[src/rtl/keyboard_controller.sv]
// Generic synchronous FIFO with same-cycle push/pop and a drop strobe on overflow.
// Latency: a pushed entry is visible at rd_dat the cycle after the push edge.
// Backpressure: none upstream; a push into a full FIFO without a pop is dropped and flagged.
module kbd_fifo #(
    parameter int WIDTH = 8,
    parameter int DEPTH = 8
) (
    input  logic                    clk_in,
    input  logic                    rst_in,
    input  logic                    wr_vld,
    input  logic [WIDTH-1:0]        wr_dat,
    input  logic                    rd_rdy,
    output logic [WIDTH-1:0]        rd_dat,
    output logic [$clog2(DEPTH):0]  count,
    output logic                    full,
    output logic                    nonempty,
    output logic                    wr_drop
);
    localparam int AW = $clog2(DEPTH);

    logic [WIDTH-1:0] mem [DEPTH];
    logic [AW-1:0]    wr_ptr;
    logic [AW-1:0]    rd_ptr;
    logic [AW:0]      count_nxt;
    logic             do_push;
    logic             do_pop;

    assign full     = (count == (AW+1)'(DEPTH));
    assign do_pop   = rd_rdy && (count != '0);
    // A pop on the same edge frees the slot, so a full FIFO still accepts the push.
    assign do_push  = wr_vld && (!full || do_pop);
    assign wr_drop  = wr_vld && !do_push;
    assign rd_dat   = mem[rd_ptr];

    always_comb begin
        count_nxt = count + (AW+1)'(do_push) - (AW+1)'(do_pop);
    end

    always_ff @(posedge clk_in) begin
        if (rst_in) begin
            wr_ptr   <= '0;
            rd_ptr   <= '0;
            count    <= '0;
            nonempty <= 1'b0;
        end else begin
            if (do_push) wr_ptr <= wr_ptr + AW'(1);
            if (do_pop)  rd_ptr <= rd_ptr + AW'(1);
            count    <= count_nxt;
            nonempty <= (count_nxt != '0);
        end
    end

    always_ff @(posedge clk_in) begin
        if (do_push) mem[wr_ptr] <= wr_dat;
    end
endmodule

// Memory-mapped PS/2 keyboard receiver: filters the pins, deframes scan codes, queues them for the CPU.
// Latency: code pushed on the stop-bit strike; register reads return one cycle after the address.
// Backpressure: none toward the keyboard; codes arriving while the FIFO is full are dropped and flagged.
module keyboard_controller #(
    parameter int FIFO_DEPTH     = 8,
    parameter int FILTER_CYCLES  = 8,
    parameter int TIMEOUT_CYCLES = 100000
) (
    input  logic        clk_in,
    input  logic        rst_in,
    input  logic        ps2_clk_in,
    input  logic        ps2_data_in,
    input  logic [31:0] cpu_addr_in,
    input  logic [31:0] cpu_data_in,
    input  logic [3:0]  cpu_write_enable_in,
    output logic [31:0] cpu_data_out,
    output logic        nonempty_out
);
    localparam int FW = $clog2(FILTER_CYCLES) + 1;
    localparam int TW = $clog2(TIMEOUT_CYCLES + 1);
    localparam int CW = $clog2(FIFO_DEPTH) + 1;

    typedef enum logic [1:0] {IDLE, DATA, PARITY, STOP} rx_state_t;

    logic          clk_s1, clk_s2, data_s1, data_s2;
    logic          filt, filt_d;
    logic [FW-1:0] fcnt;
    logic          strike;

    rx_state_t     state, state_nxt;
    logic [7:0]    shift_r;
    logic          par_r;
    logic [2:0]    bit_cnt;
    logic [TW-1:0] tmo_cnt;
    logic          timeout;

    logic          push_vld, par_err_evt, frm_err_evt, shift_en, par_en;
    logic          frame_ok;

    logic [7:0]    head_dat;
    logic [CW-1:0] fifo_count;
    logic          fifo_full, fifo_nonempty, fifo_drop;

    logic          ctrl_wr, pop_req, clr_req;
    logic          ovf_r, par_err_r, frm_err_r;
    logic [31:0]   status, rd_mux;
    logic          unused_ok;

    assign unused_ok = ^{cpu_addr_in[31:4], cpu_addr_in[1:0], cpu_data_in[31:2],
                         cpu_write_enable_in[3:1]};

    // Pin conditioning: 2-flop synchronisers, then a run-length glitch filter on the clock.
    always_ff @(posedge clk_in) begin
        if (rst_in) begin
            clk_s1  <= 1'b1;
            clk_s2  <= 1'b1;
            data_s1 <= 1'b1;
            data_s2 <= 1'b1;
            filt    <= 1'b1;
            filt_d  <= 1'b1;
            fcnt    <= '0;
        end else begin
            clk_s1  <= ps2_clk_in;
            clk_s2  <= clk_s1;
            data_s1 <= ps2_data_in;
            data_s2 <= data_s1;
            filt_d  <= filt;
            if (clk_s2 != filt) begin
                if (fcnt == FW'(FILTER_CYCLES - 1)) begin
                    filt <= ~filt;
                    fcnt <= '0;
                end else begin
                    fcnt <= fcnt + FW'(1);
                end
            end else begin
                fcnt <= '0;
            end
        end
    end

    assign strike  = filt_d && !filt;
    assign timeout = (state != IDLE) && !strike && (tmo_cnt == TW'(TIMEOUT_CYCLES - 1));

    always_ff @(posedge clk_in) begin
        if (rst_in) state <= IDLE;
        else        state <= state_nxt;
    end

    always_comb begin
        state_nxt = state;
        case (state)
            IDLE:    if (strike && !data_s2)           state_nxt = DATA;
            DATA:    if (strike && bit_cnt == 3'd7)    state_nxt = PARITY;
            PARITY:  if (strike)                       state_nxt = STOP;
            STOP:    if (strike)                       state_nxt = IDLE;
            default:                                   state_nxt = IDLE;
        endcase
        if (timeout) state_nxt = IDLE;
    end

    always_comb begin
        // Odd parity over data plus parity bit.
        frame_ok    = data_s2 && (^{shift_r, par_r});
        shift_en    = (state == DATA)   && strike;
        par_en      = (state == PARITY) && strike;
        push_vld    = (state == STOP)   && strike && frame_ok;
        frm_err_evt = (state == STOP)   && strike && !data_s2;
        par_err_evt = (state == STOP)   && strike && data_s2 && !(^{shift_r, par_r});
    end

    always_ff @(posedge clk_in) begin
        if (rst_in) begin
            shift_r <= '0;
            par_r   <= 1'b0;
            bit_cnt <= '0;
            tmo_cnt <= '0;
        end else begin
            if (state == IDLE)  bit_cnt <= '0;
            else if (shift_en)  bit_cnt <= bit_cnt + 3'd1;
            if (shift_en)       shift_r <= {data_s2, shift_r[7:1]};
            if (par_en)         par_r   <= data_s2;
            if (strike || state == IDLE) tmo_cnt <= '0;
            else                         tmo_cnt <= tmo_cnt + TW'(1);
        end
    end

    assign ctrl_wr = cpu_write_enable_in[0] && (cpu_addr_in[3:2] == 2'd2);
    assign pop_req = ctrl_wr && cpu_data_in[0];
    assign clr_req = ctrl_wr && cpu_data_in[1];

    kbd_fifo #(.WIDTH(8), .DEPTH(FIFO_DEPTH)) u_fifo (
        .clk_in   (clk_in),
        .rst_in   (rst_in),
        .wr_vld   (push_vld),
        .wr_dat   (shift_r),
        .rd_rdy   (pop_req),
        .rd_dat   (head_dat),
        .count    (fifo_count),
        .full     (fifo_full),
        .nonempty (fifo_nonempty),
        .wr_drop  (fifo_drop)
    );

    // A fresh error event outranks a clear landing on the same edge.
    always_ff @(posedge clk_in) begin
        if (rst_in) begin
            ovf_r     <= 1'b0;
            par_err_r <= 1'b0;
            frm_err_r <= 1'b0;
        end else begin
            ovf_r     <= (ovf_r     && !clr_req) || fifo_drop;
            par_err_r <= (par_err_r && !clr_req) || par_err_evt;
            frm_err_r <= (frm_err_r && !clr_req) || frm_err_evt;
        end
    end

    always_comb begin
        status = {19'b0, 5'(fifo_count), 3'b0, frm_err_r, par_err_r, ovf_r, fifo_full, fifo_nonempty};
        case (cpu_addr_in[3:2])
            2'd0:    rd_mux = status;
            2'd1:    rd_mux = fifo_nonempty ? {24'b0, head_dat} : 32'b0;
            default: rd_mux = 32'b0;
        endcase
    end

    always_ff @(posedge clk_in) begin
        if (rst_in) cpu_data_out <= '0;
        else        cpu_data_out <= rd_mux;
    end

    assign nonempty_out = fifo_nonempty;
endmodule

[config.mk]
export PLATFORM = sky130hd
export DESIGN_NAME = keyboard_controller
export DESIGN_NICKNAME = d
export VERILOG_FILES = /design/src/rtl/keyboard_controller.sv
export SDC_FILE = /design/constraint.sdc
export NUM_CORES = 1
export LEC_CHECK = 0
export ABC_AREA = 1
export ABC_CLOCK_PERIOD_IN_PS = 6300
export CAP_MARGIN = 40
export CORE_MARGIN = 2
export CORE_UTILIZATION = 23
export DETAILED_ROUTE_END_ITERATION = 10
export HOLD_SLACK_MARGIN = 0.02
export MAX_ROUTING_LAYER = met4
export PLACE_DENSITY = 0.38
export SETUP_SLACK_MARGIN = 0.1
export SKIP_LAST_GASP = 1
export SLEW_MARGIN = 20
export SYNTH_ARGS = -nofsm -noshare
export SYNTH_HDL_FRONTEND = slang
export SYNTH_SLANG_ARGS = --single-unit
[constraint.sdc]
create_clock -name clk_in -period 6.3 [get_ports clk_in]
set_clock_uncertainty 0.2 [all_clocks]
set_input_delay 1.26 -clock clk_in [delete_from_list [all_inputs] [get_ports clk_in]]
set_output_delay 1.26 -clock clk_in [all_outputs]
set_load 0.01 [all_outputs]
==> impl_metrics.csv, run 1 <==
group,metric,value,unit
sta,grt_setup_unrepaired,"no",
drt,via_per_inst,4.18,
layout,combined_area_of_the_multi_input_logic_cells,1970,µm²
floorplan,core_area,24200,µm²
yosys,synth_edf_count,64,
worst_hold_path,hold_path_class,"reg2reg",
drt,drc,0,
yosys,ys.warnings.count,0,
critical_path,data_required_time_at_the_worst_endpoint,6.42,ns
sta,finalMaxSlewViolations,0,
yosys,synth_compound_area_frac,0.110,
cts,numClockSinks,134,
layout,leading_cell_types_in_the_layout_fill_and_taps_excluded,"nor2_1 (83), nand2_1 (70), dfxtp_1 (70)",
drt,post_detailed_routing_wire_length,12.5,mm
critical_path,crit_fanout,6,
placement,placement.io_buffers,21,
critical_path,setup.worst_path.end_class,"flop",
floorplan,die_area,25900,µm²
run,max_cap_viol_count,0,
cts,cts.path.max_buffers,2,
floorplan,dieHeight,161,µm
critical_path,timing.critical_path.arrival,3.69,ns
cts,cts_tree,"built",
sta,holdWs,0.210,ns
global_routing,grt_max_degree,34,
global_routing,grt_usage,0.104,
drt,detailed_route_via_count,3996,
cts,clock_tree.htree_level_count,4,
sta,timing_hold_violations_final,0,
pwr,post-layout-total-power,1.95,mW
placement,dp_hpwl,8.66,mm
layout,final_common_cell,"nor2_1",
critical_path,crit_path_start_kind,"input port",
floorplan,start_util,0.234,
yosys,synth.distinct_cells,39,
cts,worstSkewPairLatency,0.42,ns
cts,cts.reportedPaths.clkPinSlew,0.06,ns
yosys,synth_top_family_by_area,"simple AND/OR/NAND/NOR gates",
floorplan,std_cell_rows,57,
yosys,syn-instance-count,585,
yosys,synth.cell_area,5660,µm²
sta,final.period_utilization,0.566,
global_routing,wire_length_of_the_first_global_routing_pass,20.2,mm
sta,max_slew.worst_pin.slew,0.813,ns
yosys,synth_adder_area_share,0.0389,
placement,routabilityCongestion,0.805,
yosys,muxShareOfSynthArea,0,
drt,drt-wirelength-per-cell,13.1,µm
layout,layout-drive-gt1-share,0.104,
sta,period_minus_slack,3.57,ns
drt,dr.first_iter.drc_count,212,
pwr,cellPowerDensity,287,nW/µm²
layout,n_fill_cell,2616,
cts,post-cts-setup-buffers,0,
yosys,synthXorXnorAreaFrac,0.0108,
sta,finalSetupViolations,0,
run_status,outcome,"finished clean",
global_routing,number_of_global_route_vias_before_repair,3917,
pwr,static-leakage-power,2.56,nW
drt,antenna_violating_nets_post_route,0,
layout,area_delta_synth_final,20.1,%
sta,fmaxAchievable,280,MHz
global_routing,grt_antenna_before_repair,0,
cts,cts_hold_buf,0,
yosys,post_synth_and_or_nand_nor_area_fraction,0.176,
sta,fin_tns_setup,0,ns
critical_path,worst-setup-path-type,"in2reg",
layout,num_antenna_cells,0,
yosys,synthArstFlopShare,0,
yosys,register_bit_count_reported_by_yosys,134,
floorplan,floorplan.die.width,161,µm
layout,final-seq-area,3320,µm²
pwr,vdd_drop_max,0.000164,V
sta,slew_headroom,0.456,
worst_hold_path,hold-path-cell-count,1,
critical_path,rr_worst_depth,13,
global_routing,grt_overflow_total,0,
cts,cts_buffers,17,
yosys,synth_area_per_cell,9.68,µm²
cts,clock_tree.root_cell,"clkbuf_16",
floorplan,top_level_ports,105,
cts,cts_repair_resize_count,0,
drt,drtPass1Iterations,5,
yosys,synth_sequential_area_ratio,0.587,
layout,finish.net_count,709,
yosys,synth_top_flop_cell,"dfxtp_1",
## registers in the layout, indices dropped and copies added (netlist names), 2 cells and up, named ones only
register	flops
tmo_cnt	17
state	2
u_fifo.mem	64
u_fifo.wr_ptr	3
shift_r	8
cpu_data_out	12
fcnt	4
bit_cnt	3
u_fifo.count	4
u_fifo.rd_ptr	3
## synthesized netlist by cell type, types with 4 or more instances
| master | number | area [µm²] |
|---|---|---|
| inv_2 | 4 | 15.0 |
| edfxtp_1 | 64 | 1920 |
| nand4_1 | 6 | 37.5 |
| o221ai_1 | 7 | 61.3 |
| o22ai_1 | 5 | 31.3 |
| nand3_1 | 19 | 95.1 |
| nor2_1 | 83 | 312 |
| a21oi_1 | 38 | 190 |
| dfxtp_1 | 70 | 1400 |
| inv_1 | 56 | 210 |
| or2_2 | 4 | 25.0 |
| buf_4 | 20 | 150 |
| nor2_2 | 6 | 37.5 |
| nor3_1 | 11 | 55.1 |
| nand3_2 | 4 | 40.0 |
| nand2_2 | 4 | 25.0 |
| xor2_1 | 6 | 52.6 |
| ha_1 | 16 | 200 |
| nand2_1 | 70 | 263 |
| clkbuf_1 | 6 | 22.5 |
| o21ai_0 | 56 | 280 |
| buf_2 | 7 | 35.0 |
## area by class of cell
| type | count | share of cell area |
|---|---|---|
| Clock buffer | 25 | 0.0742 |
| Clock inverter | 7 | 0.00994 |
| Inverter | 60 | 0.0331 |
| Multi-Input combinational cell | 376 | 0.290 |
| Sequential cell | 134 | 0.489 |
| Tap cell | 324 | 0.0596 |
| Timing Repair Buffer | 31 | 0.0442 |
## worst paths after layout
path | end | start | slack (ns)
worst max-delay path | u_fifo.nonempty | cpu_addr_in[3] | 2.73
worst min-delay path | clk_s2 | clk_s1 | 0.21
worst max register to register | u_fifo.nonempty | shift_r[1] | 3.46
worst min register to register | clk_s2 | clk_s1 | 0.21
## stage by stage
stage          worst slack [ns]  instances  utilization  cell area, µm²
2_1_floorplan              3.19        604            -            5730
3_3_place_gp               2.27        918        0.254            6160
3_5_place_dp               2.26        921        0.255            6190
4_1_cts                    2.71        953        0.279            6760
5_1_grt                    2.56        957        0.280            6800
6_report                   2.73        957        0.280            6800
## worst max-delay path, stage by stage
cell	delay (ns)
clkdlybuf4s50_1	0.53
nand2_1	0.08
nor2_2	0.11
nand3_2	0.14
nand3_1	0.20
nand4_4	0.16
inv_2	0.13
ha_1	0.20
inv_1	0.06
fa_1	0.37
xor2_1	0.19
a41oi_1	0.26
## cells by family after synthesis
kind of cell / after synthesis
other: 1
AOI/OAI and AO/OA: 114
DFF: 134
xor gates and xnor gates: 7
and+or+nand+nor: 218
buffers and inverters: 94
adders and majority gates: 17
## report_power, final
part	internal (mW)	switching, mW
clock network	0.595	0.362
logic	0.0294	0.0488
registers	0.913	0.00480
## layer usage
metal  up-vias  GRT usage  routed length, µm
li1       2015          -                  -
met1      1894      0.130               6020
met2        76      0.163               5910
met3        11     0.0300                478
met4         0     0.0321                131
met5         -          -                  0
Note: power is estimated with default switching activity, not from simulation.
==> inputs of run 2 (changes only) <==
--- a/config.mk
+++ b/config.mk
@@ -6,14 +6,14 @@
 export NUM_CORES = 1
 export LEC_CHECK = 0
 export ABC_AREA = 1
-export ABC_CLOCK_PERIOD_IN_PS = 6300
+export ABC_CLOCK_PERIOD_IN_PS = 3250
 export CAP_MARGIN = 40
 export CORE_MARGIN = 2
 export CORE_UTILIZATION = 23
 export DETAILED_ROUTE_END_ITERATION = 10
 export HOLD_SLACK_MARGIN = 0.02
 export MAX_ROUTING_LAYER = met4
-export PLACE_DENSITY = 0.38
+export PLACE_DENSITY = 0.39
 export SETUP_SLACK_MARGIN = 0.1
 export SKIP_LAST_GASP = 1
 export SLEW_MARGIN = 20
==> constraint.sdc (replaced) <==
create_clock -name clk_in -period 3.25 [get_ports clk_in]
set_clock_uncertainty 0.2 [all_clocks]
set_input_delay 0.65 -clock clk_in [delete_from_list [all_inputs] [get_ports clk_in]]
set_output_delay 0.65 -clock clk_in [all_outputs]
set_load 0.01 [all_outputs]
==> run 2 against run 1 <==
Non-clock buffer count rose by 11. Critical path depth did not move. Design area rose by 1.5%. Wire length rose by 3.0%. Global-route usage rose by 0.23 points. Via count rose by 1.6%. First-iteration DRC count fell by 12%. Clock-buffer cell count fell by 5. Setup slack got worse by 2.2 ns. Utilization rose by 0.41 points. Critical endpoint unchanged.
==> impl_metrics.csv, run 2 (synthesis results as in run 1) <==
group,metric,value,unit
critical_path,cp_top_family,"buffers and inverters",
layout,area_delta_synth_final,21.8,%
cts,clock_tree.htree_level_count,4,
pwr,cellPowerDensity,567,nW/µm²
critical_path,cp.buffers_inverters,3,
critical_path,crit_fanout,3,
sta,final.period_utilization,0.847,
drt,dr.first_iter.drc_count,186,
global_routing,number_of_global_route_vias_before_repair,4046,
critical_path,crit_path_start_kind,"input port",
critical_path,worstPathCellList,"clkdlybuf4s50_1 > nand2_1 > nor2_2 > nand3_2 > nand3_1 > nand4_4 > inv_2 > ha_1 > inv_1 > fa_1 > xor2_1 > a41oi_1",
drt,drt-wirelength-per-cell,13.3,µm
global_routing,grt_overflow_total,0,
cts,post-cts-setup-buffers,0,
layout,largest_register_ff_count,64,
pwr,vdd_drop_max,0.000306,V
floorplan,die_area,25900,µm²
cts,cts.path.max_buffers,2,
layout,registers.top_by_ff_count,"u_fifo.mem",
placement,dp_slack,0.0404,ns
sta,finalSetupViolations,0,
sta,fmaxAchievable,363,MHz
sta,grt_setup_unrepaired,"no",
floorplan,floorplan.die.width,161,µm
drt,antenna_violating_nets_post_route,0,
sta,fin_tns_setup,0,ns
critical_path,timing.critical_path.arrival,2.84,ns
placement,routabilityCongestion,0.802,
placement,placement.io_buffers,21,
floorplan,start_util,0.234,
floorplan,top_level_ports,105,
critical_path,worst-setup-path-type,"in2reg",
cts,worstSkewPairLatency,0.41,ns
cts,cts_buffers,17,
cts,cts_tree,"built",
sta,period_minus_slack,2.75,ns
sta,worst_slack,0.497,ns
floorplan,std_cell_rows,57,
run_status,outcome,"finished clean",
drt,drc,0,
global_routing,grt_max_degree,33,
placement,dp_hpwl,8.97,mm
cts,clock_tree.root_cell,"clkbuf_16",
global_routing,grt_antenna_before_repair,0,
drt,detailed_route_via_count,4060,
pwr,static-leakage-power,2.62,nW
layout,layout-drive-gt1-share,0.115,
drt,post_detailed_routing_wire_length,12.9,mm
critical_path,cpPeakStageDelay,0.48,ns
sta,finalMaxSlewViolations,0,
sta,slew_headroom,0.589,
placement,placement.cell_area,6300,µm²
cts,cts_hold_buf,0,
layout,fin_area,6900,µm²
layout,finish.net_count,720,
floorplan,core_area,24200,µm²
cts,numClockSinks,134,
floorplan,dieHeight,161,µm
critical_path,data_required_time_at_the_worst_endpoint,3.33,ns
cts,cts_repair_resize_count,0,
critical_path,critical-path-slowest-cell,"clkdlybuf4s50_1",
global_routing,grt_usage,0.106,
global_routing,wire_length_of_the_first_global_routing_pass,20.9,mm
layout,leading_cell_types_in_the_layout_fill_and_taps_excluded,"nor2_1 (83), nand2_1 (70), dfxtp_1 (70)",
worst_hold_path,hold_path_class,"reg2reg",
layout,final_common_cell,"nor2_1",
sta,timing_hold_violations_final,0,
sta,max_slew.worst_pin.slew,0.612,ns
layout,biggestRegsByFlops,"u_fifo.mem x64, tmo_cnt x17, cpu_data_out x12",
layout,num_antenna_cells,0,
pwr,post-layout-total-power,3.91,mW
drt,via_per_inst,4.19,
run,max_cap_viol_count,0,
cts,cts.reportedPaths.clkPinSlew,0.06,ns
critical_path,setup.worst_path.end_class,"flop",
drt,drtPass1Iterations,7,
## run 2: power by group
part           internal (mW)  leakage [nW]  switching (mW)
logic                 0.0620          1.04          0.0979
clock network           1.27         0.290           0.700
registers               1.77          1.29         0.00951
total                   3.10          2.62           0.807
## run 2: worst paths after layout
check	start	slack, ns	cells after the start	endpoint
setup / recovery	cpu_addr_in[3]	0.50	12	u_fifo.nonempty
hold / removal	data_s1	0.21	1	data_s2
setup reg to reg	shift_r[1]	0.52	13	u_fifo.nonempty
hold reg to reg	data_s1	0.21	1	data_s2
## run 2: layout make-up
| cell class | count | area [µm²] |
|---|---|---|
| inverters | 60 | 225 |
| fillers | 2619 | 17400 |
| clock inverters | 12 | 159 |
| flip-flops and latches | 134 | 3320 |
| multi-input cells | 376 | 1970 |
| repair buffers | 42 | 375 |
| clock buffers | 20 | 437 |
| well taps | 324 | 405 |
## run 2: through the flow
step	util	cells	hold slack, ns
2_1_floorplan	-	604	0.189
3_3_place_gp	0.259	935	0.195
3_5_place_dp	0.260	936	0.194
4_1_cts	0.284	968	0.207
5_1_grt	0.284	968	0.221
6_report	0.284	968	0.207
## run 2: layer usage
metal  track usage  routed length, µm
met4        0.0313                138
met1         0.133               6380
met5             -                  0
met3        0.0320                400
met2         0.165               5980
